### config.mk
export PLATFORM = sky130hd
export DESIGN_NAME = fft_twiddle_sequencer_flat
export DESIGN_NICKNAME = d
export VERILOG_FILES = /design/src/rtl/fft_twiddle_sequencer_if.sv /design/src/rtl/fft_twiddle_sequencer.sv /design/src/flat_wrapper.sv
export SDC_FILE = /design/constraint.sdc
export NUM_CORES = 1
export LEC_CHECK = 0
export CAP_MARGIN = 20
export CELL_PAD_IN_SITES_DETAIL_PLACEMENT = 0
export CELL_PAD_IN_SITES_GLOBAL_PLACEMENT = 1
export CORE_ASPECT_RATIO = 0.6
export CORE_MARGIN = 4
export CORE_UTILIZATION = 45
export DETAILED_ROUTE_END_ITERATION = 12
export DONT_BUFFER_PORTS = 1
export PLACE_DENSITY_LB_ADDON = 0.1
export SYNTH_ARGS = -nofsm -noshare
export SYNTH_HDL_FRONTEND = slang
export SYNTH_SLANG_ARGS = --single-unit
### constraint.sdc
create_clock -name clk -period 2.53 [get_ports clk]
set_clock_uncertainty 0.2 [all_clocks]
set_input_delay 0.253 -clock clk [delete_from_list [all_inputs] [get_ports clk]]
set_output_delay 0.253 -clock clk [all_outputs]
set_load 0.005 [all_outputs]
### src/rtl/fft_twiddle_sequencer_if.sv
// rtl/fft_twiddle_sequencer_if.sv - control/issue bundle between FFT top control and the twiddle sequencer
interface fft_twiddle_sequencer_if;
    logic       start;
    logic [2:0] tw_index;
    logic       tw_req;
    logic       bf_valid;
    logic [2:0] bf_addr_a;
    logic [2:0] bf_addr_b;
    logic [1:0] bf_stage;
    logic       busy;
    logic       done;

    modport master (
        output start,
        input  tw_index, tw_req, bf_valid, bf_addr_a, bf_addr_b, bf_stage, busy, done
    );

    modport slave (
        input  start,
        output tw_index, tw_req, bf_valid, bf_addr_a, bf_addr_b, bf_stage, busy, done
    );
endinterface

### src/rtl/fft_twiddle_sequencer.sv
// rtl/fft_twiddle_sequencer.sv - 8-point radix-2 DIT FFT stage/butterfly issue sequencer
module fft_twiddle_sequencer #(
    parameter int ROM_LAT = 2,
    parameter int BF_LAT  = 3
) (
    input  logic                     clk,
    input  logic                     rst,
    fft_twiddle_sequencer_if.slave   bus
);
    localparam int D  = ROM_LAT + BF_LAT;
    localparam int CW = (D < 1) ? 1 : $clog2(D + 1);

    typedef enum logic [1:0] {IDLE, ISSUE, DRAIN, DONE} state_t;

    typedef struct packed {
        logic       v;
        logic [2:0] a;
        logic [2:0] b;
        logic [1:0] s;
    } ent_t;

    state_t         state;
    logic [1:0]     k;
    logic [1:0]     s;
    logic [CW-1:0]  cnt;
    logic [2:0]     tw_index_r;
    logic           busy_r;
    logic           done_r;
    ent_t           pipe [0:ROM_LAT];

    logic [2:0] k3, span, lo, a_c, b_c, tw_c;

    // Butterfly operand/twiddle addressing for stage s, butterfly k.
    always_comb begin
        k3   = {1'b0, k};
        span = 3'd1 << s;
        lo   = k3 & (span - 3'd1);
        a_c  = ((k3 >> s) << (s + 2'd1)) + lo;
        b_c  = a_c + span;
        tw_c = lo << (2'd2 - s);
    end

    always_ff @(posedge clk) begin
        if (rst) begin
            state      <= IDLE;
            k          <= '0;
            s          <= '0;
            cnt        <= '0;
            tw_index_r <= '0;
            busy_r     <= 1'b0;
            done_r     <= 1'b0;
        end else begin
            busy_r <= (state == ISSUE) || (state == DRAIN);
            done_r <= (state == DONE);
            case (state)
                IDLE: begin
                    if (bus.start) begin
                        state <= ISSUE;
                        k     <= '0;
                        s     <= '0;
                    end
                end
                ISSUE: begin
                    tw_index_r <= tw_c;
                    k          <= k + 2'd1;
                    if (k == 2'd3) begin
                        state <= DRAIN;
                        cnt   <= '0;
                    end
                end
                DRAIN: begin
                    cnt <= cnt + 1'b1;
                    // Wait out ROM read plus butterfly write-back before the next stage reads RAM.
                    if (cnt == CW'(D - 1)) begin
                        cnt <= '0;
                        if (s == 2'd2) begin
                            state <= DONE;
                        end else begin
                            s     <= s + 2'd1;
                            state <= ISSUE;
                        end
                    end
                end
                DONE: state <= IDLE;
                default: state <= IDLE;
            endcase
        end
    end

    // Stage 0 is the issue register; stage ROM_LAT lines up with the ROM output.
    always_ff @(posedge clk) begin
        if (rst) begin
            for (int i = 0; i <= ROM_LAT; i++) pipe[i] <= '0;
        end else begin
            if (state == ISSUE) pipe[0] <= '{v: 1'b1, a: a_c, b: b_c, s: s};
            else                pipe[0].v <= 1'b0;
            for (int i = 1; i <= ROM_LAT; i++) begin
                if (pipe[i-1].v) pipe[i] <= pipe[i-1];
                else             pipe[i].v <= 1'b0;
            end
        end
    end

    assign bus.tw_index  = tw_index_r;
    assign bus.tw_req    = pipe[0].v;
    assign bus.bf_valid  = pipe[ROM_LAT].v;
    assign bus.bf_addr_a = pipe[ROM_LAT].a;
    assign bus.bf_addr_b = pipe[ROM_LAT].b;
    assign bus.bf_stage  = pipe[ROM_LAT].s;
    assign bus.busy      = busy_r;
    assign bus.done      = done_r;
endmodule
### src/flat_wrapper.sv
// flat-port wrapper written by rule: the top's interface ports become plain ports
module fft_twiddle_sequencer_flat 
#(
    parameter int ROM_LAT = 2,
    parameter int BF_LAT  = 3
)
  (clk, rst, bus_start, bus_tw_index, bus_tw_req, bus_bf_valid, bus_bf_addr_a, bus_bf_addr_b, bus_bf_stage, bus_busy, bus_done);
  fft_twiddle_sequencer_if bus_i ();
  input  logic clk;
  input  logic rst;
  input wire logic [$bits(bus_i.start)-1:0] bus_start;
  output wire logic [$bits(bus_i.tw_index)-1:0] bus_tw_index;
  output wire logic [$bits(bus_i.tw_req)-1:0] bus_tw_req;
  output wire logic [$bits(bus_i.bf_valid)-1:0] bus_bf_valid;
  output wire logic [$bits(bus_i.bf_addr_a)-1:0] bus_bf_addr_a;
  output wire logic [$bits(bus_i.bf_addr_b)-1:0] bus_bf_addr_b;
  output wire logic [$bits(bus_i.bf_stage)-1:0] bus_bf_stage;
  output wire logic [$bits(bus_i.busy)-1:0] bus_busy;
  output wire logic [$bits(bus_i.done)-1:0] bus_done;
  assign bus_i.start = bus_start;
  assign bus_tw_index = bus_i.tw_index;
  assign bus_tw_req = bus_i.tw_req;
  assign bus_bf_valid = bus_i.bf_valid;
  assign bus_bf_addr_a = bus_i.bf_addr_a;
  assign bus_bf_addr_b = bus_i.bf_addr_b;
  assign bus_bf_stage = bus_i.bf_stage;
  assign bus_busy = bus_i.busy;
  assign bus_done = bus_i.done;
  fft_twiddle_sequencer #(.ROM_LAT(ROM_LAT), .BF_LAT(BF_LAT)) u_core (.clk(clk), .rst(rst), .bus(bus_i));
endmodule
### Yosys cells after proc, flatten, opt, wreduce, memory -nomap -nowiden

Memories as Yosys holds them, arrays and structs flattened.
Index checks and enable logic that the tools add are counted.

| cells by class | value |
|---|---|
| add/sub/neg operators | 7 |
| reductions and logical operators | 9 |
| muxes and demuxes | 39 |
| shift-type cells | 4 |
| eq/ne operators | 10 |
| bitwise logic cells | 7 |

Operator list:

| kind | number |
|---|---|
| 9-bit 2-to-1 mux | 3 |
| 1-bit 2-to-1 mux | 23 |
| 2-bit 2-to-1 mux | 7 |
| 2-bit == test, second input constant | 4 |
| 2-bit inequality test, second input constant | 4 |
| 2-bit one-hot mux with 2 select lines | 2 |
| 2-bit one-hot mux with 4 select lines | 1 |
| 3-bit adder | 2 |
| 3-bit 2-to-1 mux | 2 |
| 1-bit OR | 6 |
| 3-bit one-hot mux with 2 select lines | 1 |
| 2-bit nonzero test | 3 |
| 3-bit by 2-bit left shift with 3-bit output | 2 |
| 2-bit by 1-bit adder with 2-bit output, second input constant | 2 |
| 2-bit AND reduction | 2 |
| 4-bit AND reduction | 1 |
| 3-bit by 1-bit adder with 3-bit output, second input constant | 1 |
| 2-bit by 3-bit AND with 3-bit output | 1 |
| 3-bit == test, second input constant | 1 |
| 3-bit AND reduction | 1 |
| 1-bit by 2-bit left shift with 3-bit output, first input constant | 1 |
| 2-bit by 2-bit right shift with 3-bit output | 1 |
| 3-bit by 1-bit subtractor with 3-bit output, second input constant | 1 |
| 2-bit by 1-bit == test with 1-bit output, second input constant | 1 |
| other kinds (3) | 3 |

| word-level totals | value |
|---|---|
| bits in writable memories | 27 |
| register bits after elaboration | 14 |
| input bits | 3 |
| memories kept | 1 |

Memories:

| memory | words | bits a word | rd ports | clocked after memory_dff | wr ports | line | text |
|---|---|---|---|---|---|---|---|
| u_core.pipe | 3 | 9 | 3 | 0 | 3 | fft_twiddle_sequencer.sv:29 | `ent_t pipe [0:ROM_LAT];` |

### Longest topological paths before layout

| depth | value |
|---|---|
| depth in word-level cells | 7 |
| gate-level depth with buffers | 10 |
| mapped depth without buffers | 8 |

### Least setup slack after synthesis

Ideal clock, no wire load.

| path | value |
|---|---|
| path type | reg-to-reg |
| start point | register u_core.s[0] |
| end point | memory u_core.pipe[0][3] (netlist name) (data pin) |
| setup time | 0.266 ns |
| setup slack | -0.075 ns |
| clock period less this slack | 2.605 ns |
| arrival | 2.139 ns |
| data required time | 2.064 ns |
| stages on the path, launching flop included | 11 |
| cell sequence | dfxtp_1 buf_2 inv_1 ha_1 buf_2 nor3_1 ha_1 fa_1 xor2_1 xnor2_1 nor2_1 |

RTL lines:

| element | line | text |
|---|---|---|
| from (decl) | fft_twiddle_sequencer.sv:24 | `logic [1:0] s;` |
| from (signal assigned) | fft_twiddle_sequencer.sv:79 | `s <= s + 2'd1;` |
| to (decl) | fft_twiddle_sequencer.sv:29 |  |

==> impl_metrics.ini <==
[worst_setup_path]
reg2reg_to = u_core.pipe[0][3]$_SDFFCE_PP0P_
cp_cell_sequence = inv_1 -> ha_1 -> xnor2_1 -> and2_4 -> fa_1 -> xor2_1 -> xnor2_1 -> nor2_1
path_delay_family = adder cells
cp_common_cell = xnor2_1
reg2reg_depth = 8
endpoint_kind = flip-flop
critical_path_arrival_ns = 2.24
required_ns = 2.37
cpPeakStageDelay_ns = 0.55
cp_slowest_cell = fa_1
r2r-start = u_core.s[1]$_SDFFE_PP0P_
path_class = flip-flop to flip-flop
crit_fanout = 5
r2r_slack_ns = 0.14
cp_num_buf_inv = 1
start_kind = flip-flop

[global_routing]
busiest_layer = met1
grt_pass1_vias = 1125
met1_usage = 0.1971
grt_overflow = 0
met3_usage = 0.05492
grt_pass1_wl_um = 5540
met2_usage = 0.1856
antenna_found_initial = 0
track_usage = 0.1381
grt_max_degree = 40

[final_layout]
finalNetCount = 189
area.growth.synth_to_final_pct = 13.62
drive_above_1_share = 0.1512
diodes = 0
post-route-cell-area_um2 = 2181

[sta]
period_minus_slack_ns = 2.394
slew_violations = 0
min_period_over_period = 0.9464
finalSetupTns_ns = 0
setup_viol = 0
rsz0062_at_grt = false
hold_viol_final = 0
finalHoldWorstSlack_ns = 0.006635
fmax_mhz = 417.6

[synthesis]
ys_ff_latch = 41
synth.avg_cell_area_um2 = 11.56
yosys.area.top_type = edfxtp_1
yosysWarnings = 0
synthDominantCellAreaShare = 0.4068
synth_cell_types = 39
ys_seq_area_frac = 0.5632
syn-num-nets = 184
yosys-top-cells-area = edfxtp_1 41%, dfxtp_1 16%, ha_1 9.1%, nor2b_1 8.5%, nor2_1 3.1%
synthCells = 166
syn-cell-area_um2 = 1919

[place]
gp_congestion = 0.7579
placed_area_um2 = 2004
dp_hpwl_um = 2322
place.port_buffers = 0

[floorplanning]
rows = 18
io_pins = 18
die_w_um = 92.31
start_util = 0.4683
core_um2 = 4099
die_area_um2 = 5408
die_h_um = 58.59

[power_and_ir_drop]
peakVddDrop_mv = 0.4013
p_leak_nw = 0.8221
p_per_area_nw_per_um2 = 974.3

[route]
drc = 0
dr.pass1.iters = 4
vias = 1159
routed_wl_um = 3324
drt-initial-drc-count = 39
drt-vias-per-instance = 4.996
antenna_left = 0
routedWlPerCell_um = 14.33

[cts]
htreeDepth = 2
cts.path.max_buffers = 2
clkSinkCount = 41
cts_root_buffer = clkbuf_8
postCtsSetupRepairBufs = 0
numCtsBuffers = 5
worstSkewPairLatency_ns = 0.29
cts_tree = yes
path_clk_slew_ns = 0.08

[flow_run]
drv.max_cap_violation_count = 0

[hold_path]
whs_endpoint = u_core.s[1]$_SDFFE_PP0P_
hold_start = rst
min_path_cells = 2
min_path_type = input pin to flip-flop

[outcome]
status = complete, no violations
-- layer usage --
metal  wire [µm]  share of wire
met1        1781           0.54
met2        1302           0.39
met3         191          0.057
met4          48          0.014
met5           0              0
-- final cells by class --
class | count | area, µm²
Fill cell | 373 | 1918
Clock inverter | 3 | 65.06
Tap cell | 60 | 75.07
Clock buffer | 5 | 68.82
Sequential cell | 41 | 1082
Timing Repair Buffer | 6 | 57.56
Inverter | 9 | 33.78
Multi-Input combinational cell | 108 | 798.3
-- worst reg2reg max path: stages, from the launching register on --
cell	delay (ns)
dfxtp_1	0.33
inv_1	0.12
ha_1	0.25
xnor2_1	0.15
and2_4	0.18
fa_1	0.55
xor2_1	0.18
xnor2_1	0.13
nor2_1	0.05
-- worst max-delay path by stage --
stage / startpoint / endpoint / slack [ns] / cells after the start
floorplan: u_core.s[0]$_SDFFE_PP0P_ / u_core.pipe[0][3]$_SDFFCE_PP0P_ / 0.01 / 10
global placement: u_core.s[0]$_SDFFE_PP0P_ / u_core.pipe[0][3]$_SDFFCE_PP0P_ / 0.20 / 8
detailed placement: u_core.s[0]$_SDFFE_PP0P_ / u_core.pipe[0][3]$_SDFFCE_PP0P_ / 0.11 / 8
CTS: u_core.s[0]$_SDFFE_PP0P_ / u_core.pipe[0][3]$_SDFFCE_PP0P_ / 0.08 / 8
global route: u_core.s[1]$_SDFFE_PP0P_ / u_core.pipe[0][3]$_SDFFCE_PP0P_ / 0.02 / 8
finish: u_core.s[1]$_SDFFE_PP0P_ / u_core.pipe[0][3]$_SDFFCE_PP0P_ / 0.14 / 8
-- what timing repair did --
item / in CTS / in global routing
hold buffers: 1 / 0
hold endpoints to repair: 39 / 0
setup endpoints to repair: 0 / 1
gates resized for setup: 0 / 4
-- where the power goes --
part,total [W],leakage [nW],internal (W),switching (W)
Combinational,0.000555,0.355,0.000230,0.000326
Sequential,0.000958,0.399,0.000885,0.0000728
Clock,0.000612,0.0681,0.000392,0.000220
Total,0.00212,0.822,0.00151,0.000618
-- metrics by stage --
stage,setup WS [ns],total power [W],std cells,util
6_report,0.1356,0.002125,232,0.5321
5_1_grt,0.01972,0.002266,232,0.5321
4_1_cts,0.07636,0.002137,232,0.5266
3_5_place_dp,0.1087,0.001506,223,0.4890
3_3_place_gp,0.1986,0.001483,223,0.4890
2_1_floorplan,0.01146,0.001376,166,-
-- cell usage in the layout, fill, tap and decap left out, drive strengths merged, types with 2 or more instances in the layout --
cell and n:
a211oi 2, a21oi 5, a32o 2, a32oi 3, buf 6, bufinv 2
clkbuf 5, dfxtp 15, edfxtp 26, ha 14, inv 9, nand2 6
nand2b 3, nor2 16, nor2b 26, nor3 3, nor4 2, o21ai 3
or2 2, xnor2 4
-- cells in the mapped netlist --
library cell,instances
nor3_1,3
a31oi_1,1
and2_1,1
xor2_1,1
and3_1,1
edfxtp_1,26
ha_1,14
a21oi_1,4
o32ai_1,1
inv_1,9
nor2b_1,26
o41ai_1,1
o21ai_0,2
a32o_1,2
and2b_4,1
a211oi_2,1
nor2_1,16
a31o_1,1
a311oi_2,1
nand4_1,1
a21oi_2,1
a211oi_1,1
nand3_1,1
nand2b_1,3
a32oi_1,3
dfxtp_1,15
nand2_1,6
xnor2_1,4
clkbuf_1,4
nand3b_1,1
or2_2,2
a22o_1,1
conb_1,1
buf_2,4
o21a_1,1
fa_1,1
nor4_1,2
o21ai_1,1
a22oi_1,1
-- sequential cells by signal (all words and copies together), names as in the netlist --
name and flops:
u_core.bus.done 1, u_core.bus.busy 1, u_core.state 2, u_core.bus.tw_index 3
u_core.pipe 27, u_core.k 2, u_core.cnt 3, u_core.s 2
-- cell families (layout without fill, tap and decap cells) --
family | after synthesis | in the layout | share of synthesized area
AND/OR/NAND/NOR | 64 | 64 | 0.1799
flip-flops | 41 | 41 | 0.5632
AO/OA/AOI/OAI | 23 | 23 | 0.09453
buffers and inverters | 17 | 23 | 0.03585
adder cells (fa/ha/maj) | 15 | 15 | 0.1017
XOR/XNOR | 5 | 5 | 0.02282
other | 1 | 1 | 0.001954
(Power assumes the default switching activity.)
